### config.mk
export PLATFORM = sky130hd
export DESIGN_NAME = bus_arbiter
export DESIGN_NICKNAME = d
export VERILOG_FILES = /design/src/rtl/bus_arbiter.sv
export SDC_FILE = /design/constraint.sdc
export NUM_CORES = 1
export LEC_CHECK = 0
export CAP_MARGIN = 5
export CORE_AREA = 5 5 124 126
export DETAILED_ROUTE_END_ITERATION = 10
export DIE_AREA = 0 0 129 131
export HOLD_SLACK_MARGIN = 0.15
export PLACE_DENSITY = 0.67
export SYNTH_ARGS = -nofsm -noshare
export SYNTH_HDL_FRONTEND = slang
export SYNTH_SLANG_ARGS = --single-unit
### constraint.sdc
create_clock -name clk_i -period 2.3 [get_ports clk_i]
set_clock_uncertainty 0.2 [all_clocks]
set_input_delay 0.23 -clock clk_i [delete_from_list [all_inputs] [get_ports clk_i]]
set_output_delay 0.23 -clock clk_i [all_outputs]
set_load 0.05 [all_outputs]
### src/rtl/bus_arbiter.sv
// bus_arbiter: two-master arbiter in front of one request/write/read slave channel.
// A grant covers a whole transaction (request acceptance plus all data beats).
//
// Parameters:
//   RR             1 = round-robin on a tie, 0 = master 0 always wins a tie
// Ports:
//   clk_i, rst_i   clock (rising edge), asynchronous active-low reset
//   mN_req_*       master N request channel (valid/ready, len, mask, addr, we)
//   mN_write_*     master N write-beat strobe and data (no backpressure)
//   mN_read_*      master N read beat (valid/data out, ack in)
//   s_req_*        slave request channel
//   s_write_*      slave write beats
//   s_read_*       slave read beats (valid/data in, ack out)
//   grant          one-hot transaction owner, 00 when idle
//   busy           a transaction is in progress
module bus_arbiter #(
  parameter bit RR = 1'b1
) (
  input  logic        clk_i,
  input  logic        rst_i,
  // Master 0 (CPU bus interface)
  input  logic        m0_req_valid,
  output logic        m0_req_ready,
  input  logic [2:0]  m0_req_len,
  input  logic [3:0]  m0_req_mask,
  input  logic [31:0] m0_req_addr,
  input  logic        m0_req_we,
  input  logic        m0_write_valid,
  input  logic [31:0] m0_write_data,
  output logic        m0_read_valid,
  output logic [31:0] m0_read_data,
  input  logic        m0_read_ack,
  // Master 1 (secondary requester)
  input  logic        m1_req_valid,
  output logic        m1_req_ready,
  input  logic [2:0]  m1_req_len,
  input  logic [3:0]  m1_req_mask,
  input  logic [31:0] m1_req_addr,
  input  logic        m1_req_we,
  input  logic        m1_write_valid,
  input  logic [31:0] m1_write_data,
  output logic        m1_read_valid,
  output logic [31:0] m1_read_data,
  input  logic        m1_read_ack,
  // Slave side
  output logic        s_req_valid,
  input  logic        s_req_ready,
  output logic [2:0]  s_req_len,
  output logic [3:0]  s_req_mask,
  output logic [31:0] s_req_addr,
  output logic        s_req_we,
  output logic        s_write_valid,
  output logic [31:0] s_write_data,
  input  logic        s_read_valid,
  input  logic [31:0] s_read_data,
  output logic        s_read_ack,
  // Status
  output logic [1:0]  grant,
  output logic        busy
);

  typedef enum logic [1:0] {StIdle, StReq, StData} state_e;

  state_e      state;
  logic [2:0]  cnt;
  logic        last;      // index of the master that owned the previous transaction
  logic [2:0]  lat_len;
  logic [3:0]  lat_mask;
  logic [31:0] lat_addr;
  logic        lat_we;

  // Arbitration and selected request fields
  logic        pick_m1;
  logic [2:0]  w_len;
  logic [3:0]  w_mask;
  logic [31:0] w_addr;
  logic        w_we;

  // Data-phase routing
  logic        in_data;
  logic        wr_path;
  logic        rd_path;
  logic        g_write_valid;
  logic [31:0] g_write_data;
  logic        g_read_ack;
  logic        beat;

  always_comb begin
    pick_m1 = 1'b0;
    if (m0_req_valid && m1_req_valid) begin
      // On a tie the master that did not own the last transaction wins.
      pick_m1 = RR ? ~last : 1'b0;
    end else begin
      pick_m1 = m1_req_valid;
    end
    w_len  = pick_m1 ? m1_req_len  : m0_req_len;
    w_mask = pick_m1 ? m1_req_mask : m0_req_mask;
    w_addr = pick_m1 ? m1_req_addr : m0_req_addr;
    w_we   = pick_m1 ? m1_req_we   : m0_req_we;
  end

  always_comb begin
    in_data       = (state == StData);
    wr_path       = in_data & lat_we;
    rd_path       = in_data & ~lat_we;
    g_write_valid = grant[1] ? m1_write_valid : m0_write_valid;
    g_write_data  = grant[1] ? m1_write_data  : m0_write_data;
    g_read_ack    = grant[1] ? m1_read_ack    : m0_read_ack;

    s_req_valid   = (state == StReq);
    s_req_len     = lat_len;
    s_req_mask    = lat_mask;
    s_req_addr    = lat_addr;
    s_req_we      = lat_we;
    m0_req_ready  = s_req_valid & grant[0] & s_req_ready;
    m1_req_ready  = s_req_valid & grant[1] & s_req_ready;

    s_write_valid = wr_path & g_write_valid;
    s_write_data  = wr_path ? g_write_data : 32'h0;
    s_read_ack    = rd_path & g_read_ack;

    m0_read_valid = rd_path & grant[0] & s_read_valid;
    m0_read_data  = (rd_path & grant[0]) ? s_read_data : 32'h0;
    m1_read_valid = rd_path & grant[1] & s_read_valid;
    m1_read_data  = (rd_path & grant[1]) ? s_read_data : 32'h0;

    beat          = s_write_valid | s_read_ack;
    busy          = (state != StIdle);
  end

  always_ff @(posedge clk_i or negedge rst_i) begin
    if (!rst_i) begin
      state    <= StIdle;
      grant    <= 2'b00;
      cnt      <= 3'd0;
      last     <= 1'b1;
      lat_len  <= 3'd0;
      lat_mask <= 4'h0;
      lat_addr <= 32'h0;
      lat_we   <= 1'b0;
    end else begin
      unique case (state)
        StIdle: begin
          if (m0_req_valid || m1_req_valid) begin
            grant    <= pick_m1 ? 2'b10 : 2'b01;
            lat_len  <= w_len;
            lat_mask <= w_mask;
            lat_addr <= w_addr;
            lat_we   <= w_we;
            cnt      <= (w_len == 3'd0) ? 3'd1 : w_len;
            state    <= StReq;
          end
        end
        StReq: begin
          if (s_req_ready) begin
            state <= StData;
          end
        end
        StData: begin
          if (beat) begin
            if (cnt == 3'd1) begin
              state <= StIdle;
              grant <= 2'b00;
              last  <= grant[1];
              cnt   <= 3'd0;
            end else begin
              cnt <= cnt - 3'd1;
            end
          end
        end
        default: state <= StIdle;
      endcase
    end
  end

endmodule
==> summary.md, run 1 <==
| Metric | Value |
|---|---|
| # diodes | `0` |
| Grt met1 use | `between 20% and 30%` |
| Mapped Area | `3284 µm²` |
| Routed wire length | `16,670 µm` |
| Final worst-path cycle share | `a little over nine tenths` |
| Clk_lat worst skew | `0.28 ns` |
| Most frequent cells in the layout | `clkdlybuf4s50_1 (224), buf_12 (107), mux2i_1 (71)` |
| RSZ-0062 raised after global routing | `no` |
| Num rows | `between 40 and 50` |
| Max_cap viols | `0` |
| CTS H-tree depth | `2` |
| Power Total | `10,370 µW` |
| Vias in the first global route | `about 4.2k` |
| Layout Nets | `~900` |
| Post-synth top area cell | `dfrtp_1` |
| Global-route wire length before repair | `24,140 µm` |
| Initial cell density of the core | `a little under a quarter` |
| Root cell of the clock tree | `clkbuf_16` |
| Crit path top cell by count | `buf_12` |
| Slew Viols, Final | `0` |
| Crit. path cell count | `4` |
| DR iter-0 viols | `between 200 and 250` |
| Power per cell area | `around 1300 nW/µm²` |
| Delay-heaviest family, CP | `simple AND/OR/NAND/NOR gates` |
| Die Y | `131 µm` |
| DR WL/cell | `18.77 µm` |
| Initial antenna violation count | `0` |
| Syn Area/Cell | `roughly 8.5 µm²` |
| Worst-margin pin slew | `roughly 0.62 ns` |
| Worst-case reg-to-reg path depth | `4` |
| WP buf/inv | `2` |
| Setup crit end kind | `output pin` |
| Met3 Usage GRT | `5.325%` |
| Core region area | `about 14,000 µm²` |
| Static Leak | `0.003585 µW` |
| Worst reg-to-reg setup slack | `~0.23 ns` |
| RR Startpoint | `grant[1]` |
| P&R area growth vs syn | `148.4%` |
| FMAX | `~460 MHz` |
| Syn_nets | `about 570` |
| Max stage delay on crit path | `0.46 ns` |
| Via count | `about 4.1k` |
| Status | `finished clean` |
| Vias/cell | `4.571` |
| Post-route setup slack | `between 0.1 and 0.15 ns` |
| Drt drc | `0` |
| CTS sink cnt | `48` |
| IO Pins | `~330` |
| WS Path Type | `reg -> out` |
| Global route hottest layer | `met2` |
| Worst-path clk slew | `roughly 0.06 ns` |
| Die width | `129 µm` |
| Placed Instances | `slightly below 900` |
| Final Wtd Congestion | `around 0.95` |
| Non-Filler Instances | `approximately 890` |
| Seq/Total Area, Yosys | `between 30% and 40%` |
| Buffers on Ports | `331` |
| Hold Fails Final Rpt | `0` |
| Tot GR Track Use | `18.52%` |
| Share of the synthesized area in the top cell type | `35.81%` |
| Critical path required time | `1.87 ns` |
| Max IR drop VDD | `between 700 and 800 µV` |
| Worst setup path end | `m0_read_data[19]` |
| Seq cells post-synth | `48` |
| Post-synthesis instance total | `slightly below 400` |
| Inserted Clock Buffers | `5` |
| Grt ovf | `0` |
| Worst path cell trace | `nor3b_4 -> buf_12 -> and3_1 -> buf_12` |
| Slowest library cell on the worst path | `dfrtp_1` |
| CTS tree | `yes` |
| Largest net degree at the start of global routing | `between 60 and 70` |
| Post-place setup slack | `between 0.05 and 0.06 ns` |
| Critical Path AT | `1.76 ns` |
| Met2 usage in global routing | `between 30% and 40%` |
| Fin crit period | `between 2 and 2.5 ns` |
| Critical Path Source | `state[0]` |
| Final Core Density | `a little under three fifths` |
| Library cells used by synthesis | `30` |
| Hold WC Path Type | `reg -> reg` |
| Cells taking the most area after synthesis | `dfrtp_1 (36%), mux2i_1 (22%), and3_1 (13%)` |
| DPL Wire Length | `approximately 14,000 µm` |
| Crit-path max FO | `between 60 and 70` |
| CTS Buffer Depth | `2` |
| Most common cell after layout, fill and taps aside | `clkdlybuf4s50_1` |
| DR pass1 iterations | `4` |
| Yosys warning count | `0` |
| Fraction of layout cells with a size suffix above 1 | `between 20 and 30%` |
| Die footprint | `roughly 17,000 µm²` |
| DRT antenna net count | `0` |
| Setup TNS Final | `0 ns` |
| CP Launch Type | `flop` |
| Slew headroom | `58.43%` |
| Setup-failing EPs final | `0` |
| R2r endpoint | `cnt[0]` |
## logic make-up (layout without fill, tap and decap cells)
family	count (synthesis)	count (layout)	synth area share, %
flops	48	48	36.61
buf+inv	39	358	4.838
simple gates	165	165	25.03
fa+ha+maj	2	2	0.7618
compound gates	54	54	8.953
mux	77	77	23.81
## state kept, by name (all words and copies together), names as in the netlist
signal,cells
s_req_addr,32
s_req_mask,4
cnt,3
s_req_len,3
grant,2
state,2
last,1
s_req_we,1
## worst min path at each step
stage / startpoint / endpoint / cells past startpoint
finish: s_req_len[2] / s_req_len[2] / 2
global route: s_req_len[2] / s_req_len[2] / 2
CTS: s_req_len[2] / s_req_len[2] / 2
detailed placement: rst_i / s_req_mask[2] / 2
global placement: rst_i / s_req_mask[2] / 2
floorplan: rst_i / cnt[0] / 0
## cell usage after synthesis (all sizes together)
cell type,count
mux2i,71
and3,68
nand2,48
dfrtp,47
o21ai,47
nor2,37
clkbuf,26
buf,8
mux2,6
inv,5
and2,3
ha,2
nor2b,2
nor3b,2
a21boi,1
a222oi,1
a22o,1
a32oi,1
and3b,1
dfstp,1
nand2b,1
nand3,1
nor3,1
o211ai,1
o21a,1
o32ai,1
or2,1
## per-layer routing
metal  vias up  routed length [µm]
li1       1976                   -
met1      1861                6261
met2       199                8615
met3        23                1447
met4         0                 348
met5         -                   0
## what timing repair did
action	4_1_cts	5_1_grt
resized for setup	1	3
hold buffers	1	0
endpoints found under the hold margin	47	0
setup endpoints to repair	1	32
buffers inserted	0	0
pin swaps	0	0
## power by group
part	internal, µW	switching, µW	leakage [µW]
combinational	3310	4800	0.00292
sequential	1260	263	0.000593
clock	435	304	0.0000741
## area by class of cell
class / instances / area (µm²)
Clock buffer: 7 / 142.6
Clock inverter: 1 / 8.758
Fill cell: 1211 / 6046
Inverter: 5 / 18.77
Multi-Input combinational cell: 298 / 2059
Sequential cell: 48 / 1204
Tap cell: 184 / 230.2
Timing Repair Buffer: 345 / 4494
## stage by stage
stage	hold slack (ns)	cell area (µm²)
2_1_floorplan	-0.2656	3397
3_3_place_gp	0.1619	7989
3_5_place_dp	0.1709	7989
4_1_cts	0.2825	8149
6_report	0.2746	8158
5_1_grt	0.3154	8158
## tightest hold or removal path: stages (launching register included)
cell and delay (ns):
dfrtp_1 0.34, nand2_1 0.05, nand2_1 0.05
No activity file was read; power rests on OpenSTA's default activity.
==> run 2: changes to the inputs <==
--- a/config.mk
+++ b/config.mk
@@ -9,6 +9,7 @@
 export CORE_AREA = 5 5 124 126
 export DETAILED_ROUTE_END_ITERATION = 10
 export DIE_AREA = 0 0 129 131
+export GPL_ROUTABILITY_DRIVEN = 0
 export HOLD_SLACK_MARGIN = 0.15
 export PLACE_DENSITY = 0.67
 export SYNTH_ARGS = -nofsm -noshare
==> results of run 2 <==
No change in the layout: final DEF, timing and power equal those of run 1.
==> run 3: changes to the inputs <==
--- a/config.mk
+++ b/config.mk
@@ -5,6 +5,7 @@
 export SDC_FILE = /design/constraint.sdc
 export NUM_CORES = 1
 export LEC_CHECK = 0
+export ABC_AREA = 0
 export CAP_MARGIN = 5
 export CORE_AREA = 5 5 124 126
 export DETAILED_ROUTE_END_ITERATION = 10
==> constraint.sdc (replaced) <==
create_clock -name clk_i -period 2.3 [get_ports clk_i]
set_clock_uncertainty 0.2 [all_clocks]
set_input_delay 0.23 -clock clk_i [delete_from_list [all_inputs] [get_ports clk_i]]
set_output_delay 0.23 -clock clk_i [all_outputs]
set_load 0.005 [all_outputs]
==> summary.md, run 3 (same netlist as run 1, synthesis figures left out) <==
| Metric | Value |
|---|---|
| Status | `finished clean` |
| Number of fill cells in the layout | `1,339 (+11%)` |
| Critical Path AT | `1.81 ns (+0.05 ns)` |
| Placement Cell Area | `6878 µm² (-14%)` |
| Power per cell area | `930.3 nW/µm² (-27%)` |
| DR pass1 iterations | `4 (unchanged)` |
| Worst path cell trace | `nor2b_4 -> nand2_2 -> clkbuf_16 -> nor2_1 -> clkdlybuf4s50_1` |
| Num rows | `44 (unchanged)` |
| DPL Wire Length | `12,950 µm (-8.6%)` |
| Global route hottest layer | `met2` |
| Largest net degree at the start of global routing | `50 (-25%)` |
| Die Y | `131 µm (unchanged)` |
| Inserted Clock Buffers | `5 (unchanged)` |
| Slew Viols, Final | `0 (unchanged)` |
| Grt ovf | `0 (unchanged)` |
| Static Leak | `0.004056 µW (+13%)` |
| Tot GR Track Use | `17.04% (-1.5 points)` |
| P&R area growth vs syn | `122.6%` |
| Hold WC Path Type | `in -> async` |
| Vias in the first global route | `4,213 (+0.095%)` |
| FMAX | `447.1 MHz (-2.1%)` |
| Placed Instances | `881 (+0.23%)` |
| Post-route setup slack | `0.06361 ns (-0.04599 ns)` |
| Initial cell density of the core | `23.12% (unchanged)` |
| CTS Buffer Depth | `2 (unchanged)` |
| Routed wire length | `16,100 µm (-3.4%)` |
| Die footprint | `16,900 µm² (unchanged)` |
| RR Startpoint | `state[1]` |
| Die width | `129 µm (unchanged)` |
| Max stage delay on crit path | `0.53 ns (+0.07 ns)` |
| DRT antenna net count | `0 (unchanged)` |
| Worst setup path end | `s_write_data[31]` |
| Most common cell after layout, fill and taps aside | `clkdlybuf4s50_1` |
| Layout Nets | `907 (+1.8%)` |
| Worst-case reg-to-reg path depth | `7 (+3)` |
| Post-place setup slack | `0.1752 ns (+0.1167 ns)` |
| CTS sink cnt | `48 (unchanged)` |
| Final hold slack | `0.2537 ns (-0.02095 ns)` |
| Grt met1 use | `18.72% (-2.3 points)` |
| Crit-path max FO | `16 (-76%)` |
| Most frequent cells in the layout | `clkdlybuf4s50_1 (256), mux2i_1 (70), and3_1 (68)` |
| Fin area | `7310 µm² (-10%)` |
| Met3 Usage GRT | `5.447% (+0.12 points)` |
| Critical path required time | `1.87 ns (about the same)` |
| Worst-path clk slew | `0.06 ns (about the same)` |
| Global-route wire length before repair | `22,670 µm (-6.1%)` |
| CTS H-tree depth | `2 (unchanged)` |
| Initial antenna violation count | `1 (+1)` |
| Max_cap viols | `0 (unchanged)` |
| WS Path Type | `reg -> out` |
| RSZ-0062 raised after global routing | `no` |
| Critical Path Source | `state[0]` |
| Worst reg-to-reg setup slack | `0.14 ns (-0.09 ns)` |
| CTS tree | `yes` |
| Vias/cell | `4.588 (+0.38%)` |
| Root cell of the clock tree | `clkbuf_16` |
| Slowest library cell on the worst path | `clkdlybuf4s50_1` |
| Worst-margin pin slew | `0.5406 ns (-0.08291 ns)` |
| Hold Fails Final Rpt | `0 (unchanged)` |
| Flip-flop count of the largest register after layout | `32 (unchanged)` |
| Buffers on Ports | `331 (unchanged)` |
| Non-Filler Instances | `904 (+1.8%)` |
| Fraction of layout cells with a size suffix above 1 | `7.928% (-20 points)` |
| Core region area | `14,200 µm² (unchanged)` |
| Max IR drop VDD | `425.9 µV (-40%)` |
| Setup crit end kind | `output pin` |
| IO Pins | `332 (unchanged)` |
| Setup-failing EPs final | `0 (unchanged)` |
| R2r endpoint | `cnt[0]` |
| Final worst-path cycle share | `97.23% (+2.0 points)` |
| DR WL/cell | `17.81 µm (-5.2%)` |
| Met2 usage in global routing | `30.98% (-3.0 points)` |
| Via count | `4,148 (+2.2%)` |
| DR iter-0 viols | `116 (-45%)` |
| Fin crit period | `2.236 ns (+0.04599 ns)` |
| Slew headroom | `63.96% (+5.5 points)` |
| CP Launch Type | `flop` |
| Clk_lat worst skew | `0.28 ns (about the same)` |
| Drt drc | `0 (unchanged)` |
-- run 3: cell types whose count changed in the layout (fill, tap and decap cells not counted), sizes merged --
| cell | change |
|---|---|
| dlymetal6s2s | +39 |
| diode | +1 |
| clkdlybuf4s50 | +32 |
| buf | -91 |
| clkinvlp | +1 |
| dlygate4sd2 | +34 |
-- run 3: power by group --
| group | total [µW] | leakage (µW) | internal [µW] | switching [µW] |
|---|---|---|---|---|
| sequential | 1520 | 0.000590 | 1260 | 261 |
| combinational | 4570 | 0.00340 | 2640 | 1930 |
| clock | 707 | 0.0000657 | 395 | 312 |
| total | 6800 | 0.00406 | 4300 | 2500 |
-- run 3: worst min-delay path by stage --
stage / to / slack [ns] / cells past startpoint
floorplan: cnt[0] / -0.27 / 0
global placement: s_req_mask[2] / 0.05 / 1
detailed placement: s_req_mask[2] / 0.06 / 1
CTS: s_req_mask[2] / 0.28 / 2
global route: s_req_addr[6] / 0.30 / 2
finish: s_req_mask[2] / 0.25 / 2
-- run 3: final cells by class --
| cell class | instances | area [µm²] | area share, % |
|---|---|---|---|
| multi-input cells | 298 | 1978 | 27.06 |
| well taps | 184 | 230.2 | 3.150 |
| flip-flops and latches | 48 | 1206 | 16.50 |
| diodes | 1 | 2.502 | 0.03423 |
| repair buffers | 361 | 3736 | 51.11 |
| inverters | 5 | 18.77 | 0.2568 |
| clock inverters | 2 | 12.51 | 0.1712 |
| clock buffers | 5 | 125.1 | 1.712 |
-- run 3: per-layer routing --
metal / vias to the layer above / routed length [µm]
li1: 2008 / -
met1: 1919 / 5819
met2: 197 / 8310
met3: 24 / 1569
met4: 0 / 397
met5: - / 0
-- run 3: metrics by stage --
| stage | TNS [ns] | total power, µW | utilization, % |
|---|---|---|---|
| 3_5_place_dp | 0 | 5749 | 48.42 |
| 2_1_floorplan | 0 | 3263 | - |
| 6_report | 0 | 6800 | 51.46 |
| 5_1_grt | 0 | 7298 | 51.46 |
| 3_3_place_gp | 0 | 5677 | 48.42 |
| 4_1_cts | -1.973 | 6628 | 49.75 |
-- run 3: worst max-delay path: cells and delay by family (launching register included) --
kind	cells	cell delay (ns)
buffers and inverters	2	0.72
DFF	1	0.45
and+or+nand+nor	3	0.34
-- run 3: timing repair --
action | 4_1_cts | 5_1_grt
pin swaps | 0 | 2
hold buffers | 1 | 0
gates resized for setup | 40 | 50
cloned | 1 | 2
endpoints found under the setup margin | 99 | 66
buffers inserted | 6 | 5
hold endpoints to repair | 22 | 0
